### src/rtl/prog_lut_pipe.sv
// Programmable N-input boolean function unit: serially loaded truth table,
// valid/ready input handshake, OUT_LAT-deep result pipeline and a saturating output-toggle counter.
module prog_lut_pipe #(
  parameter int unsigned N_IN    = 4,
  parameter int unsigned OUT_LAT = 2,
  parameter int unsigned CNT_W   = 8
) (
  input  logic             clk,
  input  logic             rst_n,
  input  logic             cfg_start,
  input  logic             cfg_valid,
  input  logic             cfg_bit,
  output logic             cfg_busy,
  input  logic             in_valid,
  output logic             in_ready,
  input  logic [N_IN-1:0]  in_vec,
  output logic             out_valid,
  output logic             f,
  output logic [CNT_W-1:0] toggle_cnt
);

  localparam int unsigned   TBL_SZ   = 1 << N_IN;
  localparam logic [N_IN:0] LAST_IDX = (N_IN+1)'(TBL_SZ - 1);

  typedef enum logic [1:0] {
    ST_EMPTY,
    ST_LOAD,
    ST_RUN
  } state_e;

  state_e             state_q, state_d;
  logic [N_IN:0]      idx_q, idx_d;
  logic [TBL_SZ-1:0]  table_q, table_d;
  logic [OUT_LAT-1:0] vld_q, vld_d;
  logic [OUT_LAT-1:0] dat_q, dat_d;
  logic               last_f_q, last_f_d;
  logic [CNT_W-1:0]   cnt_q, cnt_d;
  logic               accept;

  // State register
  always_ff @(posedge clk or negedge rst_n) begin
    if (!rst_n) begin
      state_q <= ST_EMPTY;
    end else begin
      state_q <= state_d;
    end
  end

  // Next-state logic
  always_comb begin
    state_d = state_q;
    case (state_q)
      ST_EMPTY: if (cfg_start) state_d = ST_LOAD;
      ST_LOAD: begin
        if (cfg_start) begin
          state_d = ST_LOAD;
        end else if (cfg_valid && (idx_q == LAST_IDX)) begin
          state_d = ST_RUN;
        end
      end
      ST_RUN:   if (cfg_start) state_d = ST_LOAD;
      default:  state_d = ST_EMPTY;
    endcase
  end

  // Output logic
  always_comb begin
    cfg_busy   = (state_q == ST_LOAD);
    in_ready   = (state_q == ST_RUN) && !cfg_start;
    accept     = in_valid && in_ready;
    out_valid  = vld_q[OUT_LAT-1];
    f          = dat_q[OUT_LAT-1];
    toggle_cnt = cnt_q;
  end

  // Serial table load; a cfg_start with cfg_valid during LOAD writes index 0 in the same cycle
  always_comb begin
    idx_d   = idx_q;
    table_d = table_q;
    if (cfg_start) begin
      idx_d = '0;
      if ((state_q == ST_LOAD) && cfg_valid) begin
        table_d[0] = cfg_bit;
        idx_d      = (N_IN+1)'(1);
      end
    end else if ((state_q == ST_LOAD) && cfg_valid) begin
      table_d[idx_q[N_IN-1:0]] = cfg_bit;
      idx_d                    = idx_q + (N_IN+1)'(1);
    end
  end

  // Lookup at accept; each stage holds its data when nothing valid arrives so f keeps its last value
  always_comb begin
    vld_d    = '0;
    dat_d    = dat_q;
    vld_d[0] = accept;
    if (accept) begin
      dat_d[0] = table_q[in_vec];
    end
    for (int unsigned i = 1; i < OUT_LAT; i++) begin
      vld_d[i] = vld_q[i-1];
      if (vld_q[i-1]) begin
        dat_d[i] = dat_q[i-1];
      end
    end
  end

  // Toggle counter: cleared whenever a load begins, otherwise counts changes on out_valid
  always_comb begin
    last_f_d = last_f_q;
    cnt_d    = cnt_q;
    if (cfg_start) begin
      last_f_d = 1'b0;
      cnt_d    = '0;
    end else if (out_valid) begin
      last_f_d = f;
      if ((f != last_f_q) && (cnt_q != '1)) begin
        cnt_d = cnt_q + CNT_W'(1);
      end
    end
  end

  always_ff @(posedge clk or negedge rst_n) begin
    if (!rst_n) begin
      idx_q    <= '0;
      table_q  <= '0;
      vld_q    <= '0;
      dat_q    <= '0;
      last_f_q <= 1'b0;
      cnt_q    <= '0;
    end else begin
      idx_q    <= idx_d;
      table_q  <= table_d;
      vld_q    <= vld_d;
      dat_q    <= dat_d;
      last_f_q <= last_f_d;
      cnt_q    <= cnt_d;
    end
  end

endmodule

### config.mk
export PLATFORM = sky130hd
export DESIGN_NAME = prog_lut_pipe
export DESIGN_NICKNAME = d
export VERILOG_FILES = /design/src/rtl/prog_lut_pipe.sv
export SDC_FILE = /design/constraint.sdc
export NUM_CORES = 1
export LEC_CHECK = 0
export ABC_AREA = 1
export BUFFER_PORTS_ARGS = -buffer_cell sky130_fd_sc_hd__buf_2
export CAP_MARGIN = 20
export CORE_AREA = 5 5 66 73
export CTS_CLUSTER_DIAMETER = 60
export CTS_CLUSTER_SIZE = 28
export DETAILED_ROUTE_END_ITERATION = 8
export DIE_AREA = 0 0 71 78
export PLACE_DENSITY = 0.68
export SKIP_CTS_REPAIR_TIMING = 1
export SLEW_MARGIN = 20
export SYNTH_ARGS = -nofsm -noshare
export SYNTH_HDL_FRONTEND = slang
export SYNTH_SLANG_ARGS = --single-unit
export TNS_END_PERCENT = 1
### constraint.sdc
create_clock -name clk -period 1.25 [get_ports clk]
set_input_delay 0.25 -clock clk [delete_from_list [all_inputs] [get_ports clk]]
set_output_delay 0.25 -clock clk [all_outputs]
set_load 0.05 [all_outputs]
==> Yosys cells after proc, flatten, opt, wreduce, memory -nomap -nowiden <==
Cells that the tools add are included.
{ "word_totals": {"out_inout_bits": 12, "in_bits": 10, "elab_cells": 57, "reg_bits": 36} }
{ "op_classes": {"bitwise": 1, "addsub": 2, "order_cmp": 3, "reduce_logical": 15, "n_eq_ne": 7, "muxes": 20} }
{ "op_table": {"columns": ["cell", "count"], "rows": [
  ["2-to-1 mux 8 bit", 3],
  ["bitwise mux 16 bit", 1],
  ["less-than comparator 4 x 5 -> 1 bit, second input constant", 2],
  ["2-to-1 mux 5 bit", 2],
  ["adder 8 x 1 -> 8 bit, second input constant", 1],
  ["2-to-1 mux 1 bit", 8],
  ["!= test 8 bit, second input constant", 1],
  ["logical AND 1 bit", 6],
  ["2-to-1 mux 2 bit", 3],
  ["AND reduction 2 bit", 3],
  ["nonzero test 2 bit", 3],
  ["adder 5 x 1 -> 5 bit, second input constant", 1],
  ["equality test 5 x 4 -> 1 bit, second input constant", 1],
  ["binary-select mux 1 bit (select 4 bit)", 1],
  ["demux 1 bit (select 4 bit)", 1],
  [">= comparator 4 x 1 -> 1 bit, second input constant", 1],
  ["case mux 2 bit (2 select lines)", 1],
  ["!= test 3 x 2 -> 1 bit, second input constant", 1],
  ["equality test 2 x 1 -> 1 bit, second input constant", 1],
  ["equality test 2 bit, second input constant", 1],
  ["logical NOT 2 bit", 1],
  ["!= test 2 x 1 -> 1 bit, second input constant", 1],
  ["OR reduction 2 bit", 1],
  ["logical NOT 1 bit", 1],
  ["other kinds (2)", 2]
]} }

==> Depth between registers and ports, before layout <==
{ "depth": {"ltp_word": 7, "ltp_mapped": 10, "depth_no_buf": 9} }

==> Least setup slack after synthesis <==
OpenSTA, ideal clock, no wires.
{ "synth_path": {"kind": "flip-flop to flip-flop", "start": "reg state_q[0]", "end": "reg dat_q[0]", "setup_ps": 65, "required_time_ps": 1185, "synth_period_minus_slack_ps": 1984, "path_stages_with_launch": 6, "path_buffers": 0, "slack_ps": -734, "arrival_time_ps": 1919, "cell_sequence": "dfrtp_1 nor3_1 nand2_1 inv_1 nand2_1 nand2_1"} }
{ "synth_via": {"elab_chain_cells": 3} }
{ "synth_lines": {"columns": ["item", "line_no", "text"], "rows": [
  ["start: declaration", "31", "state_e state_q, state_d;"],
  ["start signal: assignment", "45", "state_q <= state_d;"],
  ["equality test 2 bit", "69", "in_ready = (state_q == ST_RUN) && !cfg_start;"],
  ["logical AND 1 bit", "69", null],
  ["net in_ready", "15", "output logic in_ready,"],
  ["logical AND 1 bit", "70", "accept = in_valid && in_ready;"],
  ["net accept", "38", "logic accept;"],
  ["end signal: assignment", "135", "dat_q <= dat_d;"],
  ["end: declaration", "35", "logic [OUT_LAT-1:0] dat_q, dat_d;"]
]} }
The timed path passes the listed nets, and every way through them passes these cells.
A chain may end at the register's enable or synchronous reset.

==> Worst setup path in the final report <==
{ "layout_path": {"start": "reg state_q[1]", "end": "out in_ready"} }
{ "layout_via": {"elab_chain_cells": 2} }
{ "layout_lines": {"columns": ["item", "line_no"], "rows": [
  ["equality test 2 bit", "69"],
  ["logical AND 1 bit", "69"],
  ["end: declaration", "15"]
]} }
No other way between the ends.

==> flow_summary.json <==
{
  "pwr-share-comb_pct": 13.7,
  "min_path_cells": 3,
  "fp-row-count": 24,
  "totalWireLength_um": 4370,
  "synth_most_common_cell": "nand2_1",
  "htree_levels": 2,
  "hold_class": "input port to register",
  "fin_ws_ns": -0.196,
  "antenna_cells": 0,
  "clkTransAtPathRegs_ns": 0.08,
  "required_ns": 1.00,
  "final_util_pct": 64.3,
  "wl_per_cell_um": 12.4,
  "die_height_um": 78,
  "grt_pass1_vias": 1644,
  "ir_drop_uv": 635,
  "cts_tree": "done",
  "netlist_instances": 245,
  "worstReg2RegEnd": "state_q[0]",
  "cp-start-kind": "register",
  "final_cells": 353,
  "rsz0062_at_grt": "true",
  "vias": 1730,
  "internal_power_mw": 1.74,
  "dieArea_mm2": 0.00554,
  "fmax_mhz": 692,
  "yosys_most_used_dff": "dfrtp_1",
  "gp_congestion": 0.823,
  "drt-pass1-iter-count": 4,
  "ys_types": 28,
  "slew_violations": 0,
  "final-setup-viol-count": 16,
  "critPathLaunch": "state_q[1]",
  "finalPower_mw": 2.42,
  "yosys_warnings": 0,
  "synthArstFlopShare_pct": 100,
  "port_buffers": 21,
  "synth_top_area_share_pct": 47.0,
  "ant_nets": 0,
  "skew_ns": 0.0124,
  "r2r_setup_slack_ns": -0.08,
  "core_region_area_mm2": 0.00396,
  "worstSetupPathType": "register to output pin",
  "pwr-share-seq_pct": 52.2,
  "fillerInstances": 372,
  "hold_ws_ns": 0.199,
  "syn_area_mm2": 0.00192,
  "drc": 0,
  "grt_use_total_pct": 16.9,
  "grt_pass1_wl_um": 7510,
  "yosys_register_bits": 36,
  "reg2reg_depth": 7,
  "clockBufferDepth": 2,
  "cts_root_buffer": "clkbuf_8",
  "worstSetupEndpoint": "in_ready",
  "min-delay-start": "in_valid",
  "hold_violations": 0,
  "vias_per_cell": 4.90,
  "die_width_um": 71,
  "drive_above_1_share_pct": 33.9,
  "nNetsFinal": 316,
  "initial_core_util_pct": 48.4,
  "worstPathMaxFanout": 2,
  "clockPowerShare_pct": 34.1,
  "grt_max_degree": 37,
  "p_leak_nw": 1.26,
  "failed_checks": "setup timing",
  "cp_data_arrival_time_ns": 1.20,
  "worstMarginPinSlew_ns": 0.451,
  "period_share_pct": 116,
  "power_switching_share_pct": 27.9,
  "cts.sinks": 36,
  "io_pins": 22,
  "yosys-top-cells-count": "nand2_1, dfrtp_1, inv_1",
  "slew_headroom_pct": 69.9,
  "synth_edf_count": 0,
  "ys_seq_area_share_pct": 47.0,
  "synth_top_area_cell": "dfrtp_1",
  "cts_buffers": 5,
  "worstSkewPairLatency_ns": 0.30,
  "min_period_ns": 1.45,
  "dpl.cell_count": 343,
  "maxCapViolations": 0,
  "syn_avg_cell_area_um2": 7.82,
  "drt-initial-drc-count": 53,
  "synthTopCellsByArea": "dfrtp_1, nand2_1, nand3_1",
  "regArea_um2": 910,
  "r2r-start": "idx_q[0]",
  "switchingPower_uw": 674,
  "power_density_mw_per_mm2": 948,
  "postSynthNetCount": 261,
  "overflow": 0,
  "multi_input_area_um2": 931,
  "place_hpwl_um": 3270,
  "status": "finished with violations",
  "syn2layout_area_growth_pct": 33.0,
  "post-place-ws_ns": -0.0908,
  "end_kind": "output pin",
  "antenna_found_initial": 0
}
[cell families (layout without fill, tap and decap cells)]
family	count (synthesis)	in the layout	synth area share [%]
xor gates and xnor gates	3	3	1.37
DFF	36	36	47.0
AOI/OAI and AO/OA	39	39	11.6
buffers and inverters	42	98	8.62
adders and majority gates	6	6	3.92
and+or+nand+nor	119	119	27.5
[critical path, cell delays in order (launching register included)]
cell	delay (ns)
dfrtp_1	0.37
inv_2	0.05
buf_6	0.11
nor3_4	0.18
buf_6	0.18
[area by class of cell]
type,count,area share [%]
repair buffers,51,15.6
clock inverters,3,0.736
flip-flops and latches,36,35.7
multi-input cells,167,36.5
clock buffers,5,2.70
inverters,39,6.23
well taps,52,2.55
[sequential cells by signal, summed over array words and instances (netlist names)]
name        flops
last_f_q        1
table_q        16
state_q         2
toggle_cnt      8
idx_q           5
vld_q           2
dat_q           2
[power groups by stage]
| stage | clock network (mW) | registers (mW) | logic, mW |
|---|---|---|---|
| floorplan | 0 | 1.28 | 0.182 |
| global placement | 0 | 1.28 | 0.309 |
| detailed placement | 0 | 1.28 | 0.316 |
| CTS | 0.841 | 1.26 | 0.319 |
| global route | 0.891 | 1.27 | 0.382 |
| finish | 0.824 | 1.26 | 0.331 |
[through the flow]
stage	setup TNS [ns]	area, um^2
3_5_place_dp	-1.09	2340
6_report	-0.810	2550
3_3_place_gp	-0.696	2340
2_1_floorplan	-1.61	1960
5_1_grt	-2.70	2550
4_1_cts	-2.62	2430
[how the worst min path moves through the flow]
stage	end	slack (ns)
6_report	vld_q[0]	0.20
5_1_grt	table_q[5]	0.23
4_1_cts	toggle_cnt[1]	-0.1
3_5_place_dp	idx_q[1]	0.23
3_3_place_gp	table_q[7]	0.23
2_1_floorplan	dat_q[0]	-0.05
[layer usage]
metal | global-route usage (%) | routed length [um]
met2 | 26.6 | 2130
met1 | 22.4 | 1990
met3 | 3.75 | 173
met4 | 6.95 | 73
met5 | 0 | 0
[placed cells by master, fill, tap and decap left out, drive strengths merged, types with 4 or more instances in the layout]
| master | count |
|---|---|
| nor2 | 21 |
| clkbuf | 7 |
| dfrtp | 36 |
| buf | 48 |
| inv | 38 |
| nand3 | 28 |
| a21oi | 6 |
| clkinv | 4 |
| nand2 | 67 |
| o21ai | 26 |
| ha | 6 |
Power figures use the tool's default switching activity.
